**src/rtl/debounce_pkg.sv**
```systemverilog
// Shared definitions for the push-button debouncer: FSM state encoding and
// the default qualification length.
package debounce_pkg;

    typedef enum logic [1:0] {
        STABLE_LOW  = 2'b00,
        CHECK_HIGH  = 2'b01,
        STABLE_HIGH = 2'b11,
        CHECK_LOW   = 2'b10
    } state_t;

    // 10 ms at 100 MHz
    localparam int DEFAULT_DEBOUNCE_CYCLES = 1000000;

endpackage

```
**src/rtl/sync_chain.sv**
```systemverilog
// Multi-flop synchronizer for a single asynchronous level; reusable for any
// external input that must be brought into the CLOCK domain.
module sync_chain #(
    parameter int STAGES = 2
) (
    input  logic CLOCK,
    input  logic RESET_N,
    input  logic D,
    output logic Q
);

    logic [STAGES-1:0] sync_q;

    always_ff @(posedge CLOCK or negedge RESET_N) begin
        if (!RESET_N) sync_q <= '0;
        else          sync_q <= {sync_q[STAGES-2:0], D};
    end

    assign Q = sync_q[STAGES-1];

endmodule

```
**src/rtl/button_debouncer.sv**
```systemverilog
// Debounces a raw button level into a clean registered level plus one-cycle
// rise/fall pulses; the clean level drives the D input of the downstream flop.
module button_debouncer
    import debounce_pkg::*;
#(
    parameter int SYNC_STAGES     = 2,
    parameter int DEBOUNCE_CYCLES = DEFAULT_DEBOUNCE_CYCLES,
    parameter int CNT_WIDTH       = $clog2(DEBOUNCE_CYCLES)
) (
    input  logic CLOCK,
    input  logic RESET_N,
    input  logic BTN_IN,
    output logic BTN_CLEAN,
    output logic RISE_PULSE,
    output logic FALL_PULSE,
    output logic BUSY
);

    localparam logic [CNT_WIDTH-1:0] CNT_MAX = CNT_WIDTH'(DEBOUNCE_CYCLES - 1);

    logic                 sync_in;
    state_t               state, state_n;
    logic [CNT_WIDTH-1:0] cnt, cnt_n;
    logic                 clean_n, rise_n, fall_n, busy_n;

    sync_chain #(.STAGES(SYNC_STAGES)) u_sync (
        .CLOCK  (CLOCK),
        .RESET_N(RESET_N),
        .D      (BTN_IN),
        .Q      (sync_in)
    );

    always_ff @(posedge CLOCK or negedge RESET_N) begin
        if (!RESET_N) begin
            state      <= STABLE_LOW;
            cnt        <= '0;
            BTN_CLEAN  <= 1'b0;
            RISE_PULSE <= 1'b0;
            FALL_PULSE <= 1'b0;
            BUSY       <= 1'b0;
        end else begin
            state      <= state_n;
            cnt        <= cnt_n;
            BTN_CLEAN  <= clean_n;
            RISE_PULSE <= rise_n;
            FALL_PULSE <= fall_n;
            BUSY       <= busy_n;
        end
    end

    // Any disagreeing sample inside a CHECK state drops back to the stable
    // state, so the count always restarts from zero after a bounce.
    always_comb begin
        state_n = state;
        cnt_n   = '0;
        clean_n = BTN_CLEAN;
        rise_n  = 1'b0;
        fall_n  = 1'b0;
        unique case (state)
            STABLE_LOW: begin
                if (sync_in) state_n = CHECK_HIGH;
            end
            CHECK_HIGH: begin
                if (!sync_in) begin
                    state_n = STABLE_LOW;
                end else if (cnt == CNT_MAX) begin
                    state_n = STABLE_HIGH;
                    clean_n = 1'b1;
                    rise_n  = 1'b1;
                end else begin
                    cnt_n = cnt + CNT_WIDTH'(1);
                end
            end
            STABLE_HIGH: begin
                if (!sync_in) state_n = CHECK_LOW;
            end
            CHECK_LOW: begin
                if (sync_in) begin
                    state_n = STABLE_HIGH;
                end else if (cnt == CNT_MAX) begin
                    state_n = STABLE_LOW;
                    clean_n = 1'b0;
                    fall_n  = 1'b1;
                end else begin
                    cnt_n = cnt + CNT_WIDTH'(1);
                end
            end
            default: state_n = STABLE_LOW;
        endcase
        busy_n = (state_n == CHECK_HIGH) || (state_n == CHECK_LOW);
    end

endmodule

```
**config.mk**
```make
export PLATFORM = sky130hd
export DESIGN_NAME = button_debouncer
export DESIGN_NICKNAME = d
export VERILOG_FILES = /design/src/rtl/debounce_pkg.sv /design/src/rtl/sync_chain.sv /design/src/rtl/button_debouncer.sv
export SDC_FILE = /design/constraint.sdc
export NUM_CORES = 1
export LEC_CHECK = 0
export BUFFER_PORTS_ARGS = -buffer_cell sky130_fd_sc_hd__buf_2
export CAP_MARGIN = 25
export CELL_PAD_IN_SITES_DETAIL_PLACEMENT = 1
export CELL_PAD_IN_SITES_GLOBAL_PLACEMENT = 1
export CORE_UTILIZATION = 47
export DETAILED_ROUTE_END_ITERATION = 8
export GPL_ROUTABILITY_DRIVEN = 0
export PLACE_DENSITY_LB_ADDON = 0.1
export SLEW_MARGIN = 10
export SYNTH_ARGS = -nofsm -noshare
export SYNTH_HDL_FRONTEND = slang
export SYNTH_HIERARCHICAL = 1
export SYNTH_SLANG_ARGS = --single-unit
```
**constraint.sdc**
```tcl
create_clock -name CLOCK -period 2.4 [get_ports CLOCK]
set_clock_uncertainty 0.2 [all_clocks]
set_input_delay 0.48 -clock CLOCK [delete_from_list [all_inputs] [get_ports CLOCK]]
set_output_delay 0.48 -clock CLOCK [all_outputs]
set_load 0.005 [all_outputs]
```
==> impl_metrics.toml, run 1 <==
[power_and_ir_drop]
switching_share = 0.297
switchingPower_uw = 268
p_clk_frac = 0.217
power.density_cell_area_nw_per_um2 = 581
combPwrFrac = 0.217
sequentialPowerShare = 0.566
internal_power_uw = 635
leakage_uw = 0.000674
ir_drop_v = 0.000270

[clock_tree]
cts_num_sinks = 28
clk_latency_ns = 0.33
cts_buffers = 3
htreeDepth = 1
clkSlewWorstSetupHoldPaths_ns = 0.14
post_cts_buffers = 0
cts.path.max_buffers = 2
ctsHoldBuffers = 1
ctsResizeCount = 0
cts_tree = "yes"
root_buffer = "clkbuf_4"

[detailed_routing]
wl_per_cell_um = 15.1
antenna_left = 0
drc = 2
drt-initial-drc-count = 29
first_pass_iters = 5
dr_total_vias = 1015
wl_um = 2740
detail_route.vias_per_cell = 5.58

[synth]
postSynthCellCount = 143
syn-num-nets = 151
synth_cell_types = 33
synth_area_leaders = "dfrtp_1 (48%), nor2_1 (7.5%), xor2_1 (6.7%)"
yosysSeqAreaShare = 0.484
synth-seq-cells = 28
synth_most_common_cell = "nor2_1"
syn_area_per_cell_um2 = 10.1
post-synth-top-area-cell = "dfrtp_1"
synth-edff-count = 0
netlist.area_leader.share = 0.484
synth_warnings = 6
netlist_area_um2 = 1450
synth_common_cells = "nor2_1 (29), dfrtp_1 (28), nand2_1 (13)"
ys.flop_type = "dfrtp_1"
ys_async_sr_fraction = 1.00

[global_route]
grt_max_degree = 29
antenna_found_initial = 0
track_usage = 0.196
first_global_vias = 1088
grt_pass1_wl_um = 4920
grt_overflow = 0

[timing]
finalCritPeriodShare = 0.949
max-slew-margin-rel = 0.590
min_period_ns = 2.28
hold_viol_final = 0
max_freq_mhz = 439
tns_ns = 0
rsz0062_at_grt = "false"
tightest_slew_ns = 0.616
maxSlewViolCount = 0
whs_ns = 0.0431
final-setup-viol-count = 0

[floorplanning]
initial_core_util = 0.512
core_um2 = 2830
io_pins = 7
die_w_um = 57.5
num_rows = 19
die_area_um2 = 3310
die_h_um = 57.5

[cells_and_area]
syn2layout_area_growth_pct = 7.35
fill_cells = 323
drive_gt1_frac = 0.132
finish.utilization = 0.549
antennaDiodeCount = 0
nNetsFinal = 161
layoutNonFillerInstCount = 182

[critical_path]
path_max_fanout = 6
cp_num_buf_inv = 0
path_cells = "or4_4 > nor4_4 > nand2_1 > o31a_1 > o22a_1"
worstPathRequired_ns = 2.44
path_class = "register to register"
max_stage_delay_ns = 0.56
cp-end-kind = "register"
worstPathArrival_ns = 2.32
crit_path_top_delay_cell = "or4_4"
startpoint_type = "register"
critPathTopFamily = "simple AND/OR/NAND/NOR gates"

[outcome]
status = "complete, but fails checks"
failed_checks = "design-rule violations"

[placed_design]
io_buffers = 6
dp.final_hpwl_um = 1990
dp.cells = 178

[hold_path]
holdCritPathClass = "input pin to register"

[run]
drv_cap = 0
==> cell type report <==
| class | instances | area, um2 | area share |
|---|---|---|---|
| Clock buffer | 3 | 22.5 | 0.0145 |
| Tap cell | 31 | 38.8 | 0.0250 |
| Timing Repair Buffer | 8 | 60.1 | 0.0386 |
| Inverter | 4 | 15.0 | 0.00966 |
| Sequential cell | 28 | 701 | 0.451 |
| Multi-Input combinational cell | 108 | 717 | 0.461 |
==> kinds of logic after synthesis <==
kind of cell | after synthesis | share of synthesized area
buffers and inverters | 7 | 0.0207
adder cells (fa/ha/maj) | 5 | 0.0432
flip-flops | 28 | 0.484
XOR/XNOR | 19 | 0.115
AO/OA/AOI/OAI | 8 | 0.0536
AND/OR/NAND/NOR | 76 | 0.283
==> worst reg2reg max path, delay by kind of cell, from the launching register on <==
family / cells / cell delay [ns]
compound gates: 2 / 0.46
simple gates: 3 / 1.07
flops: 1 / 0.46
==> sequential cells by signal, summed over array words and instances, names as in the netlist <==
name / count
BTN_CLEAN: 1
BUSY: 1
FALL_PULSE: 1
RISE_PULSE: 1
cnt: 20
state: 2
u_sync/sync_q: 2
==> metrics by stage <==
| stage | worst slack, ns | total power (uW) | instance area (um2) |
|---|---|---|---|
| 3_5_place_dp | 0.146 | 719 | 1520 |
| 5_1_grt | 0.0241 | 950 | 1550 |
| 4_1_cts | 0.117 | 912 | 1550 |
| 2_1_floorplan | 0.240 | 655 | 1450 |
| 3_3_place_gp | 0.183 | 713 | 1520 |
| 6_report | 0.122 | 903 | 1550 |
==> power groups by stage <==
stage | registers [uW] | logic, uW | clock network [uW]
final | 511 | 196 | 195
after global routing | 514 | 223 | 213
after CTS | 511 | 201 | 200
after detailed placement | 521 | 198 | 0
after global placement | 519 | 194 | 0
after floorplan | 517 | 137 | 0
==> layout by cell type, fill, tap and decap left out, drive strengths merged, types with 3 or more instances in the layout <==
| master | instances |
|---|---|
| inv | 4 |
| buf | 7 |
| dfrtp | 28 |
| nor2 | 30 |
| nor3 | 3 |
| and2 | 3 |
| xor2 | 11 |
| nand2 | 13 |
| nand4 | 3 |
| nand3 | 11 |
| ha | 5 |
| xnor2 | 8 |
| clkbuf | 3 |
| and4 | 4 |
==> routing by layer <==
layer	vias up	GRT usage	share of wire
met3	5	0.0204	0.020
li1	493	-	-
met2	9	0.326	0.49
met4	0	0.0836	0.021
met1	508	0.262	0.47
met5	-	0	0
==> worst paths after layout <==
kind / from / to / slack, ns / depth (start not counted)
worst max-delay path: cnt[6] / BTN_CLEAN / 0.12 / 5
worst min-delay path: BTN_IN / u_sync/sync_q[0] / 0.04 / 1
worst max register to register: cnt[6] / BTN_CLEAN / 0.12 / 5
worst min register to register: u_sync/sync_q[0] / u_sync/sync_q[1] / 0.17 / 0
max in group asynchronous: RESET_N / cnt[3] / 1.13 / 2
min in group asynchronous: RESET_N / cnt[13] / 0.48 / 2
Power figures use the tool's default switching activity.
==> inputs of run 2 (changes only) <==
==> constraint.sdc (replaced) <==
create_clock -name CLOCK -period 2.4 [get_ports CLOCK]
set_clock_uncertainty 0.2 [all_clocks]
set_input_delay 0.24 -clock CLOCK [delete_from_list [all_inputs] [get_ports CLOCK]]
set_output_delay 0.24 -clock CLOCK [all_outputs]
set_load 0.005 [all_outputs]
==> run 2 against run 1 <==
The run still ends with design-rule violations left. Critical endpoint unchanged. Via count is 0.20% higher. Critical path depth unchanged. Highest routed layer unchanged. Clock power is essentially flat. Final area is 0.64% higher. Sequential power about the same. Sequential share of layout area shrank 0.29 points.
==> impl_metrics.toml, run 2 (same netlist as run 1, synthesis figures left out) <==
[floorplanning]
die_area_um2 = 3310
initial_core_util = 0.512
die_h_um = 57.5
die_w_um = 57.5
core_um2 = 2830
num_rows = 19
io_pins = 7

[critical_path]
path_max_fanout = 6
path_cells = "or4_4 > nor4_4 > nand2_1 > o31a_1 > o22a_1"
cp_num_buf_inv = 0
max_stage_delay_ns = 0.56
startpoint_type = "register"
worstPathRequired_ns = 2.45
reg2reg_slack_ns = 0.12
path_class = "register to register"
critPathTopFamily = "simple AND/OR/NAND/NOR gates"
reg2reg_to = "BTN_CLEAN"
crit_path_top_delay_cell = "or4_4"
cp-end-kind = "register"
cp-startpoint = "cnt[6]"
worstPathArrival_ns = 2.32
reg2reg_depth = 5
reg2reg_from = "cnt[6]"

[global_route]
track_usage = 0.196
grt_max_degree = 29
grt_overflow = 0
antenna_found_initial = 0
first_global_vias = 1088
grt_pass1_wl_um = 4920

[cells_and_area]
layout_common_cells = "nor2_1 (29), dfrtp_1 (28), nand2_1 (13), xor2_1 (11), nand3_1 (10)"
multi_input_area_um2 = 717
nNetsFinal = 162
final_common_cell = "nor2_1"
syn2layout_area_growth_pct = 8.04
fill_cells = 322
antennaDiodeCount = 0
final-seq-area_um2 = 701
top_regs = "cnt: 20 flops, state: 2 flops, u_sync/sync_q: 2 flops"
largest_reg_flops = 20
drive_gt1_frac = 0.132
largest_register = "cnt"

[timing]
maxSlewViolCount = 0
max_freq_mhz = 439
postLayoutSetupSlackWorst_ns = 0.122
rsz0062_at_grt = "false"
final-setup-viol-count = 0
hold_viol_final = 0
whs_ns = 0.172
min_period_ns = 2.28
finalCritPeriodShare = 0.949
tns_ns = 0
tightest_slew_ns = 0.616
max-slew-margin-rel = 0.589

[power_and_ir_drop]
leakage_uw = 0.000678
ir_drop_v = 0.000270
power.density_cell_area_nw_per_um2 = 580

[clock_tree]
cts_buffers = 3
clk_latency_ns = 0.34
ctsResizeCount = 0
root_buffer = "clkbuf_4"
cts_num_sinks = 28
clkSlewWorstSetupHoldPaths_ns = 0.15
htreeDepth = 1
post_cts_buffers = 0
cts.path.max_buffers = 2
cts_tree = "yes"

[detailed_routing]
antenna_left = 0
detail_route.vias_per_cell = 5.56
wl_um = 2760
wl_per_cell_um = 15.1
drc = 2
dr_total_vias = 1017
first_pass_iters = 5
drt-initial-drc-count = 26

[hold_path]
hold-path-endpoint = "u_sync/sync_q[1]"
holdCritPathClass = "register to register"
hold_depth = 0
hold_start = "u_sync/sync_q[0]"

[outcome]
status = "complete, but fails checks"
failed_checks = "design-rule violations"

[placed_design]
io_buffers = 6
place_ws_ns = 0.146
dp.final_hpwl_um = 1990

[run]
drv_cap = 0
[run 2: layout make-up]
class / instances / share of cell area
Clock buffer: 3 / 0.0144
Inverter: 4 / 0.00960
Multi-Input combinational cell: 108 / 0.458
Sequential cell: 28 / 0.448
Tap cell: 31 / 0.0248
Timing Repair Buffer: 9 / 0.0448
[run 2: stage by stage]
step	std cells	total power, uW	utilization	cell area, um2
floorplan	143	655	-	1450
global placement	178	713	0.538	1520
detailed placement	178	719	0.538	1520
CTS	183	914	0.553	1560
global route	183	951	0.553	1560
finish	183	906	0.553	1560
[run 2: how the worst max path moves through the flow]
| stage | endpoint | slack, ns | cells after the start |
|---|---|---|---|
| final | BTN_CLEAN | 0.12 | 5 |
| after global routing | BTN_CLEAN | 0.02 | 5 |
| after CTS | BTN_CLEAN | 0.12 | 5 |
| after detailed placement | BTN_CLEAN | 0.15 | 5 |
| after global placement | BTN_CLEAN | 0.18 | 5 |
| after floorplan | BTN_CLEAN | 0.24 | 5 |
[run 2: routing by layer]
metal | vias up | GRT usage | share of wire
li1 | 495 | - | -
met1 | 508 | 0.262 | 0.47
met2 | 9 | 0.326 | 0.48
met3 | 5 | 0.0204 | 0.020
met4 | 0 | 0.0836 | 0.021
met5 | - | 0 | 0
[run 2: power by group]
part	internal [uW]	switching [uW]	leakage, uW
Combinational	82.3	115	0.000282
Sequential	494	16.8	0.000383
Clock	59.2	139	0.0000138
Total	636	271	0.000678
[run 2: worst reg2reg max path: stages (launching register included)]
cell and delay, ns:
dfrtp_1 0.46, or4_4 0.56, nor4_4 0.35, nand2_1 0.16
o31a_1 0.26, o22a_1 0.20
[run 2: timing repair]
action | in CTS | in global routing
setup endpoints to repair | 0 | 0
hold buffers | 2 | 0
endpoints found under the hold margin | 29 | 0
==> inputs of run 3 (changes only) <==
--- a/config.mk
+++ b/config.mk
@@ -5,13 +5,15 @@
 export SDC_FILE = /design/constraint.sdc
 export NUM_CORES = 1
 export LEC_CHECK = 0
-export BUFFER_PORTS_ARGS = -buffer_cell sky130_fd_sc_hd__buf_2
+export BUFFER_PORTS_ARGS = -buffer_cell sky130_fd_sc_hd__buf_4
 export CAP_MARGIN = 25
 export CELL_PAD_IN_SITES_DETAIL_PLACEMENT = 1
 export CELL_PAD_IN_SITES_GLOBAL_PLACEMENT = 1
-export CORE_UTILIZATION = 47
+export CORE_UTILIZATION = 49
+export CTS_BUF_LIST = sky130_fd_sc_hd__clkbuf_4
 export DETAILED_ROUTE_END_ITERATION = 8
 export GPL_ROUTABILITY_DRIVEN = 0
+export MAX_ROUTING_LAYER = met4
 export PLACE_DENSITY_LB_ADDON = 0.1
 export SLEW_MARGIN = 10
 export SYNTH_ARGS = -nofsm -noshare
==> run 3 against run 2 <==
The run now ends clean. Die area down 3.9%. Sequential cell count stayed put. First-iteration DRC count is 27% higher. Critical path depth did not move. Routed wire length down 1.6%. Sequential power about the same. Final cell count grew 0.55%. Utilization is 1.6 points higher. Power rose by 0.48%.
==> impl_metrics.toml, run 3 (same netlist as run 1, synthesis figures left out) <==
[outcome]
status = "completed"

[timing]
hold_viol_final = 0
max_freq_mhz = 443
final-setup-viol-count = 0
whs_ns = 0.148
min_period_ns = 2.26
max-slew-margin-rel = 0.667
tns_ns = 0
tightest_slew_ns = 0.498
maxSlewViolCount = 0
postLayoutSetupSlackWorst_ns = 0.141
finalCritPeriodShare = 0.941
rsz0062_at_grt = "false"

[clock_tree]
htreeDepth = 1
root_buffer = "clkbuf_4"
post_cts_buffers = 0
ctsResizeCount = 0
clk_latency_ns = 0.32
cts_tree = "yes"
clkSlewWorstSetupHoldPaths_ns = 0.15
cts_num_sinks = 28
cts.path.max_buffers = 2
ctsHoldBuffers = 2
cts_buffers = 3

[floorplanning]
core_um2 = 2780
io_pins = 7
num_rows = 19
die_w_um = 56.4
initial_core_util = 0.520
die_h_um = 56.4
die_area_um2 = 3180

[global_route]
antenna_found_initial = 0
use_met1 = 0.238
track_usage = 0.200
grt_overflow = 0
grt_pass1_wl_um = 4830
grtUsageMet3 = 0.0253
top_usage_layer = "met2"
grt_use_met2 = 0.345
grt_max_degree = 29
first_global_vias = 1107

[critical_path]
max_stage_delay_ns = 0.57
crit_path_top_delay_cell = "or4_4"
path_class = "register to register"
reg2reg_to = "BTN_CLEAN"
reg2reg_slack_ns = 0.14
worstPathRequired_ns = 2.44
path_cells = "or4_4 > nor4_4 > nand2_1 > o31a_1 > o22a_1"
startpoint_type = "register"
reg2reg_from = "cnt[6]"
cp-end-kind = "register"
reg2reg_depth = 5
path_max_fanout = 6
worstPathArrival_ns = 2.29

[detailed_routing]
drt-initial-drc-count = 33
drc = 0
dr_total_vias = 1003
wl_um = 2710
antenna_left = 0
detail_route.vias_per_cell = 5.45
first_pass_iters = 4
wl_per_cell_um = 14.7

[cells_and_area]
finish.utilization = 0.569
layout_common_cells = "nor2_1 (29), dfrtp_1 (28), nand2_1 (13), xor2_1 (11), nand3_1 (10)"
nNetsFinal = 162
drive_gt1_frac = 0.131
largest_reg_flops = 20
antennaDiodeCount = 0
top_regs = "cnt: 20 flops, state: 2 flops, u_sync/sync_q: 2 flops"
syn2layout_area_growth_pct = 9.33
largest_register = "cnt"
final_common_cell = "nor2_1"

[power_and_ir_drop]
ir_drop_v = 0.000355
total_power_uw = 911
power.density_cell_area_nw_per_um2 = 575
leakage_uw = 0.000682

[hold_path]
holdCritPathClass = "input pin to async pin"

[run]
drv_cap = 0

[placed_design]
io_buffers = 6
dp.final_hpwl_um = 1980
place_ws_ns = 0.141
==> run 3: cell count changes in the layout (fill, tap and decap cells not counted) <==
cell | before | now
buf_4 | 0 | 6
buf_2 | 6 | 0
clkinv_1 | 0 | 1
==> run 3: cell type report <==
type	count	area (um2)
Sequential cell	28	701
Inverter	4	15.0
Multi-Input combinational cell	108	717
Clock buffer	3	22.5
Fill cell	319	1200
Tap cell	31	38.8
Timing Repair Buffer	9	85.1
Clock inverter	1	3.75
==> run 3: worst max path at each step <==
stage / from / to / slack, ns / cells past startpoint
CTS: cnt[6] / BTN_CLEAN / 0.12 / 5
detailed placement: cnt[6] / BTN_CLEAN / 0.14 / 5
finish: cnt[6] / BTN_CLEAN / 0.14 / 5
global placement: cnt[6] / BTN_CLEAN / 0.18 / 5
floorplan: cnt[6] / BTN_CLEAN / 0.24 / 5
global route: cnt[6] / BTN_CLEAN / 0.01 / 5
==> run 3: where the power goes <==
part	switching (uW)	total, uW	internal, uW
logic	119	207	87.4
registers	17.5	512	494
clock network	131	192	60.9
==> run 3: metrics by stage <==
stage	area [um2]	std cells
5_1_grt	1580	184
2_1_floorplan	1450	143
4_1_cts	1580	184
3_5_place_dp	1540	178
3_3_place_gp	1540	178
6_report	1580	184
==> run 3: routing by layer <==
metal | vias to the layer above | routed length (um)
li1 | 496 | -
met1 | 497 | 1230
met2 | 8 | 1410
met3 | 2 | 50
met4 | 0 | 20
met5 | - | 0
==> run 3: critical path: cells and delay by family (launching register included) <==
kind | cells | cell delay, ns
AO/OA/AOI/OAI | 2 | 0.45
flip-flops | 1 | 0.46
AND/OR/NAND/NOR | 3 | 1.07
